**config.mk**
```make
export PLATFORM = sky130hd
export DESIGN_NAME = conv_window_feeder
export DESIGN_NICKNAME = d
export VERILOG_FILES = /design/src/rtl/conv_feeder_pkg.sv /design/src/rtl/conv_addr_gen.sv /design/src/rtl/conv_window_feeder.sv
export SDC_FILE = /design/constraint.sdc
export NUM_CORES = 1
export LEC_CHECK = 0
export CORE_UTILIZATION = 46
export DETAILED_ROUTE_END_ITERATION = 10
export PLACE_DENSITY = 0.88
export SETUP_SLACK_MARGIN = 0.15
export SLEW_MARGIN = 10
export SYNTH_ARGS = -nofsm -noshare
export SYNTH_HDL_FRONTEND = slang
export SYNTH_SLANG_ARGS = --single-unit
export TNS_END_PERCENT = 1
```
**constraint.sdc**
```tcl
create_clock -name clk -period 3.85 [get_ports clk]
set_clock_uncertainty 0.2 [all_clocks]
set_input_delay 0.385 -clock clk [delete_from_list [all_inputs] [get_ports clk]]
set_output_delay 0.385 -clock clk [all_outputs]
set_load 0.01 [all_outputs]
```
**src/rtl/conv_feeder_pkg.sv**
```systemverilog
// conv_feeder_pkg: shared state encoding and phase lengths
// for the 3x3 convolution window feeder.
package conv_feeder_pkg;

    typedef enum logic [2:0] {
        IDLE,
        FILT,
        WIN,
        WAIT,
        WRITE,
        FIN
    } state_t;

    localparam int FILT_WORDS  = 10;
    localparam int WIN_WORDS   = 9;
    localparam int WAIT_CYCLES = 2;
    localparam int READ_LAT    = 1;

    // Filter phase also covers the drain of the last coefficient
    // so the accelerator count can wrap before pixels arrive.
    localparam int FILT_CYCLES = FILT_WORDS + READ_LAT + 1;

endpackage

```
**src/rtl/conv_addr_gen.sv**
```systemverilog
// conv_addr_gen: incremental pixel and result address counters
// walking every 3x3 window of an IMG_W x IMG_H image.
module conv_addr_gen
    import conv_feeder_pkg::*;
#(
    parameter int IMG_W  = 28,
    parameter int IMG_H  = 28,
    parameter int ADDR_W = 16
) (
    input  logic              clk,
    input  logic              reset,
    input  logic              init,
    input  logic              step,
    input  logic              next_win,
    input  logic [ADDR_W-1:0] img_base,
    input  logic [ADDR_W-1:0] res_base,
    output logic [ADDR_W-1:0] pix_addr,
    output logic [ADDR_W-1:0] res_addr,
    output logic              last_word,
    output logic              last_window
);

    localparam int RW = $clog2(IMG_H);
    localparam int CW = $clog2(IMG_W);

    localparam logic [ADDR_W-1:0] ONE       = ADDR_W'(1);
    localparam logic [ADDR_W-1:0] ROW_STEP  = ADDR_W'(IMG_W - 2);
    localparam logic [ADDR_W-1:0] WRAP_STEP = ADDR_W'(3);
    localparam logic [RW-1:0]     R_LAST    = RW'(IMG_H - 3);
    localparam logic [CW-1:0]     C_LAST    = CW'(IMG_W - 3);

    logic [1:0]        i;
    logic [1:0]        j;
    logic [RW-1:0]     r;
    logic [CW-1:0]     c;
    logic [ADDR_W-1:0] win_addr;
    logic [ADDR_W-1:0] win_next;

    // Top-left of the next window: +1 along a row, +3 to hop
    // from the last column of one row to column 0 of the next.
    always_comb begin
        win_next = win_addr + ONE;
        if (c == C_LAST) begin
            win_next = win_addr + WRAP_STEP;
        end
    end

    assign last_word   = (i == 2'd2) && (j == 2'd2);
    assign last_window = (r == R_LAST) && (c == C_LAST);

    // Window position and intra-window counters with their addresses.
    always_ff @(posedge clk or posedge reset) begin
        if (reset) begin
            i        <= '0;
            j        <= '0;
            r        <= '0;
            c        <= '0;
            win_addr <= '0;
            pix_addr <= '0;
            res_addr <= '0;
        end else if (init) begin
            i        <= '0;
            j        <= '0;
            r        <= '0;
            c        <= '0;
            win_addr <= img_base;
            pix_addr <= img_base;
            res_addr <= res_base;
        end else begin
            if (step) begin
                if (j == 2'd2) begin
                    j        <= '0;
                    i        <= (i == 2'd2) ? 2'd0 : i + 2'd1;
                    pix_addr <= pix_addr + ROW_STEP;
                end else begin
                    j        <= j + 2'd1;
                    pix_addr <= pix_addr + ONE;
                end
            end
            if (next_win) begin
                win_addr <= win_next;
                pix_addr <= win_next;
                res_addr <= res_addr + ONE;
                if (c == C_LAST) begin
                    c <= '0;
                    r <= r + RW'(1);
                end else begin
                    c <= c + CW'(1);
                end
            end
        end
    end

endmodule

```
**src/rtl/conv_window_feeder.sv**
```systemverilog
// conv_window_feeder: sequencer feeding the 3x3 convolution accelerator.
// Optional macro CONV_FEEDER_RELU_EN clamps negative results to zero.
module conv_window_feeder
    import conv_feeder_pkg::*;
#(
    parameter int IMG_W  = 28,
    parameter int IMG_H  = 28,
    parameter int ADDR_W = 16
) (
    input  logic              clk,
    input  logic              reset,
    input  logic              start,
    input  logic              load_filt,
    input  logic [ADDR_W-1:0] filt_base,
    input  logic [ADDR_W-1:0] img_base,
    input  logic [ADDR_W-1:0] res_base,
    output logic [ADDR_W-1:0] mem_address,
    output logic              mem_read,
    input  logic [31:0]       mem_readdata,
    output logic [31:0]       acc_data,
    output logic              acc_valid,
    output logic              acc_filter,
    input  logic [31:0]       acc_result,
    output logic [ADDR_W-1:0] res_address,
    output logic              res_write,
    output logic [31:0]       res_writedata,
    output logic              busy,
    output logic              done
);

    localparam logic [3:0] FILT_LAST = 4'(FILT_CYCLES - 1);
    localparam logic [3:0] FILT_RDS  = 4'(FILT_WORDS);
    localparam logic       WAIT_LAST = 1'(WAIT_CYCLES - 1);

    state_t            state;
    state_t            state_nxt;
    logic [3:0]        fcnt;
    logic              wcnt;
    logic              init;
    logic              next_win;
    logic              filt_rd;
    logic              win_rd;
    logic [ADDR_W-1:0] pix_addr;
    logic [ADDR_W-1:0] res_addr;
    logic              last_word;
    logic              last_window;
    logic              p_valid;
    logic              p_filt;
    logic              p_zero;
    logic [31:0]       res_value;

    conv_addr_gen #(
        .IMG_W  (IMG_W),
        .IMG_H  (IMG_H),
        .ADDR_W (ADDR_W)
    ) u_addr (
        .clk         (clk),
        .reset       (reset),
        .init        (init),
        .step        (win_rd),
        .next_win    (next_win),
        .img_base    (img_base),
        .res_base    (res_base),
        .pix_addr    (pix_addr),
        .res_addr    (res_addr),
        .last_word   (last_word),
        .last_window (last_window)
    );

    // State register.
    always_ff @(posedge clk or posedge reset) begin
        if (reset) begin
            state <= IDLE;
        end else begin
            state <= state_nxt;
        end
    end

    // Next-state logic and address-generator controls.
    always_comb begin
        state_nxt = state;
        init      = 1'b0;
        next_win  = 1'b0;
        unique case (state)
            IDLE: begin
                if (start) begin
                    init      = 1'b1;
                    state_nxt = load_filt ? FILT : WIN;
                end
            end
            FILT: begin
                if (fcnt == FILT_LAST) begin
                    state_nxt = WIN;
                end
            end
            WIN: begin
                if (last_word) begin
                    state_nxt = WAIT;
                end
            end
            WAIT: begin
                if (wcnt == WAIT_LAST) begin
                    state_nxt = WRITE;
                end
            end
            WRITE: begin
                next_win  = 1'b1;
                state_nxt = last_window ? FIN : WIN;
            end
            FIN: begin
                state_nxt = IDLE;
            end
            default: begin
                state_nxt = IDLE;
            end
        endcase
    end

    // Phase cycle counters for the filter load and result wait.
    always_ff @(posedge clk or posedge reset) begin
        if (reset) begin
            fcnt <= '0;
            wcnt <= 1'b0;
        end else begin
            fcnt <= (state == FILT) ? fcnt + 4'd1 : 4'd0;
            wcnt <= (state == WAIT) ? wcnt + 1'b1 : 1'b0;
        end
    end

    assign filt_rd = (state == FILT) && (fcnt < FILT_RDS);
    assign win_rd  = (state == WIN);

`ifdef CONV_FEEDER_RELU_EN
    assign res_value = acc_result[31] ? 32'd0 : acc_result;
`else
    assign res_value = acc_result;
`endif

    // Memory, result and status outputs decoded from state.
    always_comb begin
        mem_read      = filt_rd || win_rd;
        mem_address   = '0;
        if (filt_rd) begin
            mem_address = filt_base + ADDR_W'(fcnt);
        end else if (win_rd) begin
            mem_address = pix_addr;
        end
        res_write     = (state == WRITE);
        res_address   = res_write ? res_addr : '0;
        res_writedata = res_write ? res_value : 32'd0;
        busy          = (state == FILT) || (state == WIN) ||
                        (state == WAIT) || (state == WRITE);
        done          = (state == FIN);
    end

    // Read-return stage then registered accelerator word; the
    // filter flag and slot-0 marker travel alongside the read.
    always_ff @(posedge clk or posedge reset) begin
        if (reset) begin
            p_valid    <= 1'b0;
            p_filt     <= 1'b0;
            p_zero     <= 1'b0;
            acc_valid  <= 1'b0;
            acc_filter <= 1'b0;
            acc_data   <= '0;
        end else begin
            p_valid    <= mem_read;
            p_filt     <= filt_rd;
            p_zero     <= filt_rd && (fcnt == 4'd0);
            acc_valid  <= p_valid;
            acc_filter <= p_valid && p_filt;
            acc_data   <= (p_valid && !p_zero) ? mem_readdata : 32'd0;
        end
    end

endmodule

```
=== Yosys cells after proc, flatten, opt, wreduce, memory -nomap -nowiden ===
Cells that the tools add are included.

* $lt $le $gt $ge: 1
* Multiplexer cells: 39
* Equal/unequal tests: 14
* Reduce and logical (&&, ||, !) cells: 21
* $add $sub $neg: 12

{| class="wikitable"
|+ Operators by type and width
! operator !! number
|-
| $mux 16 || 12
|-
| $mux 32 || 2
|-
| $add 16x1->16 const B || 3
|-
| $mux 5 || 6
|-
| $add 16x2->16 const B || 1
|-
| $add 16x4->16 || 1
|-
| $add 16x5->16 const B || 1
|-
| $mux 2 || 8
|-
| $mux 3 || 5
|-
| $pmux 3 s5 || 1
|-
| $add 5x1->5 const B || 2
|-
| $eq 5x5->1 const B || 2
|-
| $reduce_bool 2->1 || 4
|-
| $eq 3x2->1 const B || 2
|-
| $eq 3x3->1 const B || 2
|-
| $logic_and 1x1->1 || 6
|-
| $ne 2x2->1 const B || 3
|-
| $add 2x1->2 const B || 2
|-
| $add 4x1->4 const B || 1
|-
| $eq 2x2->1 const B || 2
|-
| $eq 4x4->1 const B || 1
|-
| $logic_not 4->1 || 1
|-
| $logic_or 1x1->1 || 4
|-
| $lt 4x4->1 const B || 1
|-
| other kinds (10) || 14
|}

* Bits in registers: 107
* Input port bits: 116
* Output and inout bits: 102

=== Longest topological paths before layout ===
Gate-level depths: netlist (run 1).

* Depth after elaboration: 5
* Mapped depth: 10

=== Hierarchy ===
From an unflattened synthesis (run 1), not the netlist that was laid out.

* Cell total of the unflattened synthesis: 696
* Area total of the unflattened synthesis: 6307.3 um2

{| class="wikitable"
|+ Modules (own cells, without submodules)
! module !! area an instance (um2) !! cells each !! times used
|-
| conv_addr_gen || 3729.8 || 417 || 1
|-
| conv_window_feeder || 2577.5 || 279 || 1
|}

=== Worst setup path after synthesis (run 1) ===
No wires, ideal clock.

* Path type: register -> register
* Start point: register u_addr.c[1]
* End point: register u_addr.pix_addr[14]
* Stages on the path, launching flop included: 10
* Arrival time: 2380 ps
* Clock period less this slack: 2711 ps
* Setup time: 132 ps
* Slack: 1139 ps
* Cell sequence: dfrtp_1 -> inv_1 -> ha_1 -> nand4b_1 -> fa_1 -> nand2b_1 -> nor4_1 -> xnor2_1 -> o21ai_0 -> or3b_1

* Word-level cells in the longest chain between the ends: 4

{| class="wikitable"
|+ Ends and longest elaborated chain
! what !! line !! text
|-
| start: declaration || conv_addr_gen.sv:35 || <nowiki>logic [CW-1:0] c;</nowiki>
|-
| start signal: assignment || conv_addr_gen.sv:88 || <nowiki>c <= c + CW'(1);</nowiki>
|-
| $eq 5x5->1 || conv_addr_gen.sv:43 || <nowiki>if (c == C_LAST) begin</nowiki>
|-
| $mux 16 || conv_addr_gen.sv:43 ||
|-
| $mux 16 || conv_addr_gen.sv:80 || <nowiki>if (next_win) begin</nowiki>
|-
| $mux 16 || conv_addr_gen.sv:61 || <nowiki>end else if (init) begin</nowiki>
|-
| end signal: assignment || conv_addr_gen.sv:67 || <nowiki>pix_addr <= img_base;</nowiki>
|-
| end signal: assignment || conv_addr_gen.sv:77 || <nowiki>pix_addr <= pix_addr + ONE;</nowiki>
|-
| end signal: assignment || conv_addr_gen.sv:82 || <nowiki>pix_addr <= win_next;</nowiki>
|-
| end: declaration || conv_addr_gen.sv:17 || <nowiki>output logic [ADDR_W-1:0] pix_addr,</nowiki>
|}

No other way between the ends.
A chain may end at the register's enable or synchronous reset.

=== Worst setup path after layout (run 1) ===
* Start point: input filt_base[0]
* End point: output mem_address[10]

* Word-level cells in the longest chain between the ends: 2

{| class="wikitable"
|+ Ends and longest elaborated chain
! what !! line !! text
|-
| start: declaration || conv_window_feeder.sv:14 || <nowiki>input logic [ADDR_W-1:0] filt_base,</nowiki>
|-
| $add 16x4->16 || conv_window_feeder.sv:144 || <nowiki>mem_address = filt_base + ADDR_W'(fcnt);</nowiki>
|-
| $mux 16 || conv_window_feeder.sv:143 || <nowiki>if (filt_rd) begin</nowiki>
|-
| end: declaration || conv_window_feeder.sv:17 || <nowiki>output logic [ADDR_W-1:0] mem_address,</nowiki>
|}

No other way between the ends.

==> results of run 1 <==
-- sequential cells by signal, summed over array words and instances, names as in the netlist --
register / flops
acc_filter: 1
u_addr.win_addr: 16
acc_valid: 1
u_addr.pix_addr: 16
u_addr.c: 5
u_addr.r: 5
acc_data: 32
p_filt: 1
fcnt: 4
u_addr.res_addr: 16
wcnt: 1
u_addr.i: 2
p_zero: 1
u_addr.j: 2
state: 3
p_valid: 1
-- logic make-up (layout without fill, tap and decap cells) --
| family | after synthesis | after routing |
|---|---|---|
| compound gates | 159 | 159 |
| buf+inv | 62 | 271 |
| fa+ha+maj | 16 | 16 |
| simple gates | 327 | 327 |
| mux | 5 | 5 |
| xor+xnor | 37 | 37 |
| flops | 107 | 107 |
-- worst max path at each step --
stage / startpoint / to / slack (ps) / cells after the start
after detailed placement: filt_base[0] / mem_address[10] / 360 / 10
after CTS: fcnt[0]$_DFF_PP0_ / mem_address[10] / 340 / 9
after global routing: fcnt[0]$_DFF_PP0_ / mem_address[10] / 270 / 9
after global placement: filt_base[0] / mem_address[10] / 360 / 10
final: filt_base[0] / mem_address[10] / 400 / 10
after floorplan: reset / acc_data[0]$_DFF_PP0_ / 450 / 1
-- through the flow --
step | hold slack, ps | util (%) | cells
after floorplan | 159 | - | 713
after global placement | 178 | 65.1 | 1082
after detailed placement | 175 | 65.1 | 1082
after CTS | 193 | 67.6 | 1098
after global routing | 215 | 67.6 | 1098
final | 190 | 67.6 | 1098
-- synthesized netlist by cell type, drive strengths merged (4+ instances only) --
cell | n | area share [%]
a21o | 7 | 0.83
o21ai | 49 | 3.9
o211ai | 11 | 1.3
a311oi | 4 | 0.55
ha | 14 | 2.8
nand2b | 7 | 0.69
inv | 23 | 1.4
o311ai | 5 | 0.69
clkbuf | 16 | 1.0
nand4 | 14 | 1.4
a21oi | 25 | 2.0
a31oi | 10 | 0.99
a22oi | 7 | 0.83
and3 | 7 | 0.69
xnor2 | 22 | 3.0
and4 | 7 | 0.97
dfrtp | 107 | 42
a221o | 4 | 0.63
buf | 23 | 2.0
nor4 | 8 | 0.79
nor2b | 5 | 0.50
nor2 | 48 | 2.9
nor3 | 16 | 1.3
o22ai | 4 | 0.40
or3b | 4 | 0.55
xor2 | 15 | 2.1
mux2i | 5 | 0.79
nand2 | 86 | 5.1
nand3 | 23 | 1.8
and2 | 87 | 8.7
a211oi | 4 | 0.55
-- worst reg2reg max path, cell delays in order, from the launching register on --
cell and delay (ps):
dfrtp_1 410, inv_1 70, ha_1 130, nand4b_1 200, fa_1 540, nand2b_1 250, nor4_1 310, xnor2_1 160
o21ai_0 160, or3b_1 410
-- metal layers --
| layer | vias up | GRT usage (%) |
|---|---|---|
| met5 | - | 0 |
| met4 | 0 | 9.34 |
| met3 | 37 | 3.69 |
| met2 | 284 | 40.5 |
| met1 | 2942 | 34.2 |
| li1 | 2920 | - |
-- area by class of cell --
cell class                      instances  area (µm²)  share of cell area, %
Clock buffer                            9         225                   2.51
Clock inverter                          7         105                   1.17
Inverter                               23        91.3                   1.02
Multi-Input combinational cell        544        3370                   37.5
Sequential cell                       107        2680                   29.8
Tap cell                              176         220                   2.45
Timing Repair Buffer                  232        2300                   25.6
-- layout by cell type (no fill, tap or decap), types with 4 or more instances in the layout --
cell type and n:
a21o_1 7, a21oi_1 25, a221o_1 4, a22oi_1 7
a311oi_1 4, a31oi_1 10, and2_1 86, and3_1 7
and4_1 7, buf_4 14, clkbuf_16 9, clkdlybuf4s50_1 217
dfrtp_1 107, ha_1 14, inv_1 21, mux2i_1 5
nand2_1 85, nand2b_1 7, nand3_1 23, nand4_1 14
nor2_1 48, nor2b_1 5, nor3_1 16, nor4_1 8
o211ai_1 11, o21ai_0 45, o21ai_1 4, o22ai_1 4
o311ai_0 5, xnor2_1 22, xor2_1 15
-- power by group through the flow --
stage	sequential [mW]	clock (mW)	combinational, mW
detailed placement	2.04	0	2.22
global route	2.11	1.07	2.45
global placement	2.02	0	2.15
finish	2.04	1.00	2.23
CTS	2.03	1.02	2.24
floorplan	1.95	0	1.35
==> results.py, run 1 <==
metrics = {
    "synth": {
        "ys_ff_latch": 107,
        "synth.avg_cell_area_um2": 8.86,
        "synthesis.nets": 845,
        "synth_xor_area_share_pct": 5.13,
        "synth_cell_types": 67,
        "synth_simple_gate_area_share_pct": 27.2,
        "ys_dominant_reg_cell": "dfrtp_1",
        "synth_top_family_by_area": "simple AND/OR/NAND/NOR gates",
        "yosysWarnings": 0,
        "synth_cells": 713,
        "synth_edf_count": 0,
        "async_flop_share_pct": 100,
        "synth-seq-area-share_pct": 42.4,
        "syn-cell-area_um2": 6320,
        "synthMuxAreaShare_pct": 0.792,
        "synth_compound_area_share_pct": 16.7,
        "synth_fa_ha_area_share_pct": 3.41,
    },
    "sta": {
        "fin_setup_tns_ps": 0,
        "max_freq_ghz": 0.290,
        "setup_violations": 0,
        "min_period_ps": 3450,
        "final.setup.worst_slack_ps": 403,
        "fin_crit_sh_pct": 89.5,
        "relSlewSlack_pct": 44.6,
        "rsz0062_at_grt": "no",
        "report.final.slew_viol_count": 0,
        "worst_slew_pin_slew_ps": 831,
        "hold_violations": 0,
    },
    "cts": {
        "cts_hold_buffers": 0,
        "clock_latency_ps": 360,
        "clockRootBuffer": "clkbuf_16",
        "clk_pin_slew_ps": 80,
        "cts.sinks": 107,
        "cts_made_buffers": 9,
        "cts-resized-gates": 0,
        "htreeDepth": 3,
        "cts_tree": "done",
        "post-cts-setup-buffers": 0,
        "clock_path_buffers": 2,
    },
    "worst_setup_path": {
        "max_stage_delay_ps": 560,
        "start_kind": "input pin",
        "path_buf_inv": 3,
        "critPathMostFrequentCell": "clkdlybuf4s50_1",
        "arrival_ps": 2860,
        "crit_chain": "clkdlybuf4s50_1, ha_1, inv_1, fa_1, nor2b_1, o21ai_1, a21boi_0, xnor2_1, o21ai_0, clkdlybuf4s50_1",
        "worst-endpoint-required_ps": 3260,
        "crit_type": "input pin to primary output",
        "reg2reg_to": "u_addr.pix_addr[14]$_DFFE_PP0P_",
        "slowest_stage": "clkdlybuf4s50_1",
        "regToRegSetupSlack_ps": 900,
        "worstSetupEndpointType": "primary output",
        "reg2regPathDepth": 9,
        "worstPathMaxFanout": 6,
        "cp_top_family": "buffers and inverters",
        "r2r-start": "u_addr.c[1]$_DFFE_PP0P_",
    },
    "detailed_routing": {
        "via_per_inst": 5.63,
        "drc": 0,
        "first_pass_iters": 5,
        "top_layer": "met4",
        "wl_met3_mm": 1.16,
        "dr_wl_met2_mm": 8.42,
        "wl_per_cell_um": 16.1,
        "vias": 6183,
        "wirelength_met1_mm": 7.69,
        "wl_mm": 17.7,
        "postRouteAntennaNets": 0,
        "drt_iter0_markers": 577,
    },
    "die": {
        "die-area_um2": 14200,
        "num_rows": 42,
        "chipHeight_um": 119,
        "die_w_um": 119,
        "ios": 218,
        "coreArea_um2": 13300,
        "initial_core_util_pct": 47.5,
    },
    "final_layout": {
        "fillers": 1061,
        "n_antenna_cell": 0,
        "fin_nets": 1049,
        "design_area_um2": 8990,
        "area_growth_pct": 42.2,
        "drive_gt1_share_pct": 4.99,
    },
    "pwr": {
        "combPwrFrac_pct": 42.3,
        "p_int_mw": 3.24,
        "peakVddDrop_mv": 0.406,
        "seq_power_share_pct": 38.7,
        "p_total_mw": 5.28,
        "p_sw_mw": 2.04,
        "p_clk_share_pct": 19.0,
        "leakage_nw": 3.68,
        "switching_share_pct": 38.6,
        "power_density_nw_per_um2": 588,
    },
    "hold_path": {
        "worstHoldStart": "p_valid$_DFF_PP0_",
        "hold_end": "acc_valid$_DFF_PP0_",
        "hold_path_depth": 0,
        "hold_class": "flop to flop",
    },
    "placed_design": {
        "dp_hpwl_mm": 13.1,
        "placed_area_um2": 8660,
        "dpl_worst_slack_ps": 358,
        "gp_congestion": 0.878,
        "io_buffers": 217,
    },
    "grt": {
        "grt_max_degree": 68,
        "grt_pass1_vias": 5770,
        "grt_antenna_before_repair": 0,
        "grt_use_total_pct": 25.1,
        "overflow": 0,
        "grt_pass1_wl_mm": 28.5,
    },
    "run_status": {
        "status": "finished, final reports clean",
    },
    "flow_run": {
        "drv_cap": 0,
    },
}
Note: power is estimated with default switching activity, not from simulation.
==> run 2: changes to the inputs <==
- CORE_MARGIN: default -> 2
- SETUP_SLACK_MARGIN: 0.15 -> default
==> run 2 against run 1 <==
Effect of this change:
- power hardly changed
- largest power group unchanged
- register-to-register slack better by 60 ps
- sequential share of layout area up 0.075 points
- global-route usage decreased by 0.82 points
- first-iteration DRC count increased by 25%
- die area increased by 3.4%
- final area down 0.25%
- sequential power barely moved
- critical path depth stayed put
==> results.py, run 2 (synthesis results as in run 1) <==
metrics = {
    "die": {
        "initial_core_util_pct": 47.3,
        "die-area_um2": 14700,
        "num_rows": 42,
        "ios": 218,
        "die_w_um": 121,
        "chipHeight_um": 121,
        "coreArea_um2": 13300,
    },
    "cts": {
        "cts_made_buffers": 9,
        "clock_path_buffers": 2,
        "clock_latency_ps": 360,
        "post-cts-setup-buffers": 0,
        "clockRootBuffer": "clkbuf_16",
        "htreeDepth": 3,
        "cts_tree": "done",
        "cts.sinks": 107,
        "clk_pin_slew_ps": 70,
    },
    "sta": {
        "rsz0062_at_grt": "no",
        "fin_crit_sh_pct": 90.9,
        "fin_setup_tns_ps": 0,
        "final.setup.worst_slack_ps": 349,
        "min_period_ps": 3500,
        "max_freq_ghz": 0.286,
        "relSlewSlack_pct": 25.2,
        "setup_violations": 0,
        "report.final.slew_viol_count": 0,
        "hold_violations": 0,
        "worst_slew_pin_slew_ps": 1120,
    },
    "pwr": {
        "power_density_nw_per_um2": 589,
        "combPwrFrac_pct": 42.5,
        "p_total_mw": 5.28,
        "peakVddDrop_mv": 0.283,
        "leakage_nw": 3.67,
        "p_sw_mw": 2.05,
        "p_clk_share_pct": 19.1,
        "seq_power_share_pct": 38.5,
        "switching_share_pct": 38.9,
        "p_int_mw": 3.23,
    },
    "worst_setup_path": {
        "max_stage_delay_ps": 570,
        "worstSetupEndpoint": "mem_address[10]",
        "crit_type": "input pin to primary output",
        "slowest_stage": "clkdlybuf4s50_1",
        "startpoint": "filt_base[0]",
        "reg2regPathDepth": 10,
        "worst-endpoint-required_ps": 3260,
        "crit_chain": "clkdlybuf4s50_1, ha_1, inv_1, fa_1, nor2b_1, o21ai_1, a21boi_0, xnor2_1, o21ai_0, clkdlybuf4s50_1",
        "worstPathMaxFanout": 6,
        "start_kind": "input pin",
        "reg2reg_to": "u_addr.pix_addr[13]$_DFFE_PP0P_",
        "critPathMostFrequentCell": "clkdlybuf4s50_1",
        "regToRegSetupSlack_ps": 960,
        "arrival_ps": 2920,
        "r2r-start": "u_addr.c[0]$_DFFE_PP0P_",
        "worstSetupEndpointType": "primary output",
    },
    "placed_design": {
        "dp_hpwl_mm": 13.1,
        "gp_congestion": 0.896,
        "placed_area_um2": 8640,
        "io_buffers": 217,
        "dpl_worst_slack_ps": 200,
    },
    "final_layout": {
        "largest_reg_flops": 32,
        "design_area_um2": 8960,
        "fin_nets": 1048,
        "top_register": "acc_data",
        "mostFrequentLayoutCells": "clkdlybuf4s50_1, dfrtp_1, and2_1",
        "area_growth_pct": 41.9,
        "drive_gt1_share_pct": 4.89,
        "final_common_cell": "clkdlybuf4s50_1",
        "n_antenna_cell": 0,
    },
    "detailed_routing": {
        "wl_per_cell_um": 16.5,
        "wl_mm": 18.1,
        "first_pass_iters": 6,
        "via_per_inst": 5.54,
        "postRouteAntennaNets": 0,
        "vias": 6081,
        "drt_iter0_markers": 724,
        "drc": 0,
    },
    "grt": {
        "grt_max_degree": 90,
        "overflow": 0,
        "grt_antenna_before_repair": 0,
        "grt_pass1_vias": 5672,
        "grt_use_total_pct": 24.3,
        "grt_pass1_wl_mm": 28.4,
    },
    "hold_path": {
        "hold_class": "flop to flop",
    },
    "run_status": {
        "status": "finished, final reports clean",
    },
    "flow_run": {
        "drv_cap": 0,
    },
}
-- run 2: cell type report --
class                      instances  area, µm²
clock buffer                       9        225
clock inverter                     7        103
fill                            1085       4380
inverter                          23       91.3
multi-input combinational        544       3370
sequential                       107       2680
tap                              176        220
timing repair buffer             231       2280
-- run 2: critical path, delay by kind of cell --
| family | cells | cell delay, ps |
|---|---|---|
| xor+xnor | 1 | 90 |
| simple gates | 1 | 130 |
| buf+inv | 3 | 1100 |
| fa+ha+maj | 2 | 600 |
| compound gates | 3 | 610 |
-- run 2: how the worst min path moves through the flow --
stage / start / to / slack [ps] / cells after the start
floorplan: p_valid$_DFF_PP0_ / acc_valid$_DFF_PP0_ / 160 / 0
global placement: p_valid$_DFF_PP0_ / acc_valid$_DFF_PP0_ / 170 / 0
detailed placement: p_valid$_DFF_PP0_ / acc_valid$_DFF_PP0_ / 190 / 0
CTS: p_valid$_DFF_PP0_ / acc_valid$_DFF_PP0_ / 210 / 0
global route: p_valid$_DFF_PP0_ / acc_valid$_DFF_PP0_ / 220 / 0
finish: p_valid$_DFF_PP0_ / acc_valid$_DFF_PP0_ / 200 / 0
-- run 2: per-layer routing --
layer	part of all wire [%]	global-route usage [%]	wire length [µm]
met5	0	0	0
met4	1.4	6.18	248
met3	6.9	4.79	1240
met2	49	39.3	8860
met1	43	33.6	7710
-- run 2: what timing repair did --
item / CTS / global route
gates resized for setup: 0 / 1
hold buffers: 0 / 0
endpoints found under the setup margin: 0 / 1
-- run 2: per-stage QoR --
step,instances,hold slack (ps),utilization [%]
5_1_grt,1097,219,67.2
4_1_cts,1097,211,67.2
2_1_floorplan,713,159,-
3_3_place_gp,1081,173,64.7
6_report,1097,198,67.2
3_5_place_dp,1081,194,64.7
-- run 2: power by group through the flow --
stage	clock, mW	sequential (mW)	combinational (mW)
6_report	1.01	2.03	2.24
2_1_floorplan	0	1.95	1.35
4_1_cts	1.02	2.02	2.24
5_1_grt	1.07	2.10	2.47
3_5_place_dp	0	2.03	2.23
3_3_place_gp	0	2.00	2.17
==> run 3: changes to the inputs <==
- MAX_ROUTING_LAYER: default -> met4
==> run 3 against run 2 <==
Effect of this change:
- final cell count is the same
- clock power is essentially flat
- global-route usage grew 0.73 points
- final area is the same
- via count is essentially flat
- critical endpoint unchanged
- sequential share of layout area is the same
- utilization is the same
- setup slack lost 2.4 ps
- critical path depth is the same
- worst hold slack gained 4.7 ps
- count of clock-buffer cells in the layout is the same
==> results.py, run 3 (synthesis results as in run 1) <==
metrics = {
    "sta": {
        "max_freq_ghz": 0.285,
        "fin_crit_sh_pct": 91.0,
        "worst_slew_pin_slew_ps": 1100,
        "rsz0062_at_grt": "no",
        "min_period_ps": 3500,
        "final.setup.worst_slack_ps": 346,
        "setup_violations": 0,
        "relSlewSlack_pct": 27.0,
        "hold_violations": 0,
        "fin_setup_tns_ps": 0,
        "report.final.slew_viol_count": 0,
    },
    "worst_setup_path": {
        "crit_chain": "clkdlybuf4s50_1, ha_1, inv_1, fa_1, nor2b_1, o21ai_1, a21boi_0, xnor2_1, o21ai_0, clkdlybuf4s50_1",
        "worstSetupEndpointType": "primary output",
        "regToRegSetupSlack_ps": 960,
        "arrival_ps": 2920,
        "worstPathMaxFanout": 6,
        "r2r-start": "u_addr.c[0]$_DFFE_PP0P_",
        "startpoint": "filt_base[0]",
        "crit_type": "input pin to primary output",
        "slowest_stage": "clkdlybuf4s50_1",
        "max_stage_delay_ps": 570,
        "start_kind": "input pin",
        "critPathMostFrequentCell": "clkdlybuf4s50_1",
        "worst-endpoint-required_ps": 3260,
        "reg2regPathDepth": 10,
        "reg2reg_to": "u_addr.pix_addr[13]$_DFFE_PP0P_",
    },
    "die": {
        "num_rows": 42,
        "die-area_um2": 14700,
        "initial_core_util_pct": 47.3,
        "ios": 218,
        "coreArea_um2": 13300,
        "die_w_um": 121,
        "chipHeight_um": 121,
    },
    "placed_design": {
        "dp_hpwl_mm": 13.1,
        "dpl_worst_slack_ps": 200,
        "gp_congestion": 0.911,
        "io_buffers": 217,
    },
    "final_layout": {
        "largest_reg_flops": 32,
        "final_common_cell": "clkdlybuf4s50_1",
        "drive_gt1_share_pct": 4.89,
        "top_register": "acc_data",
        "area_growth_pct": 41.9,
        "final_core_util_pct": 67.2,
        "mostFrequentLayoutCells": "clkdlybuf4s50_1, dfrtp_1, and2_1",
        "n_antenna_cell": 0,
        "fin_nets": 1048,
    },
    "cts": {
        "clock_path_buffers": 2,
        "cts_hold_buffers": 0,
        "post-cts-setup-buffers": 0,
        "cts_tree": "done",
        "cts.sinks": 107,
        "clockRootBuffer": "clkbuf_16",
        "htreeDepth": 3,
        "clk_pin_slew_ps": 80,
        "clock_latency_ps": 360,
        "cts_made_buffers": 9,
    },
    "grt": {
        "overflow": 0,
        "grt_use_total_pct": 25.0,
        "grt_pass1_wl_mm": 28.4,
        "grt_antenna_before_repair": 0,
        "grt_pass1_vias": 5671,
        "grt_max_degree": 90,
    },
    "hold_path": {
        "hold_end": "acc_valid$_DFF_PP0_",
        "worstHoldStart": "p_valid$_DFF_PP0_",
        "hold_path_depth": 0,
        "hold_class": "flop to flop",
    },
    "pwr": {
        "power_density_nw_per_um2": 589,
        "peakVddDrop_mv": 0.284,
        "leakage_nw": 3.67,
        "p_total_mw": 5.28,
    },
    "detailed_routing": {
        "first_pass_iters": 6,
        "wl_per_cell_um": 16.4,
        "drc": 0,
        "wl_mm": 18.0,
        "via_per_inst": 5.55,
        "drt_iter0_markers": 683,
        "postRouteAntennaNets": 0,
        "vias": 6087,
    },
    "run_status": {
        "status": "finished, final reports clean",
    },
    "flow_run": {
        "drv_cap": 0,
    },
}
## run 3: cell counts in the layout (fill, tap and decap cells not counted)
Identical to the previous run, type by type.
## run 3: per-layer routing
layer / track usage (%) / part of all wire (%) / up-vias
li1: - / - / 2920
met1: 33.8 / 44 / 2887
met2: 39.4 / 49 / 262
met3: 4.65 / 6.5 / 18
met4: 6.18 / 1.4 / 0
met5: - / 0 / -
## run 3: area by class of cell
class	count	area (µm²)
Timing Repair Buffer	231	2280
Sequential cell	107	2680
Clock inverter	7	103
Tap cell	176	220
Multi-Input combinational cell	544	3370
Fill cell	1085	4380
Inverter	23	91.3
Clock buffer	9	225
## run 3: where the power goes
part           internal, mW  total, mW  leakage, nW  switching (mW)
combinational          1.14       2.24         2.18            1.10
clock                 0.530       1.01        0.160           0.477
sequential             1.56       2.04         1.33           0.476
total                  3.23       5.28         3.67            2.06
## run 3: per-stage QoR
step	area, µm²	cells	hold slack (ps)
after global routing	8960	1097	219
after detailed placement	8640	1081	194
after floorplan	6320	713	159
after CTS	8960	1097	211
final	8960	1097	203
after global placement	8640	1081	173
## run 3: how the worst max path moves through the flow
| stage | endpoint | cells after the start |
|---|---|---|
| after floorplan | acc_data[0]$_DFF_PP0_ | 1 |
| after global placement | mem_address[10] | 10 |
| after detailed placement | mem_address[10] | 10 |
| after CTS | mem_address[10] | 9 |
| after global routing | mem_address[10] | 9 |
| final | mem_address[10] | 10 |
## run 3: what timing repair did
action | CTS | global route
endpoints found under the hold margin | 0 | 0
resized for setup | 0 | 1
setup endpoints to repair | 0 | 1
## run 3: critical path: cells and delay by family
kind / cells / cell delay [ps]
and+or+nand+nor: 1 / 130
buffers and inverters: 3 / 1100
AOI/OAI and AO/OA: 3 / 610
xor gates and xnor gates: 1 / 90
adders and majority gates: 2 / 600
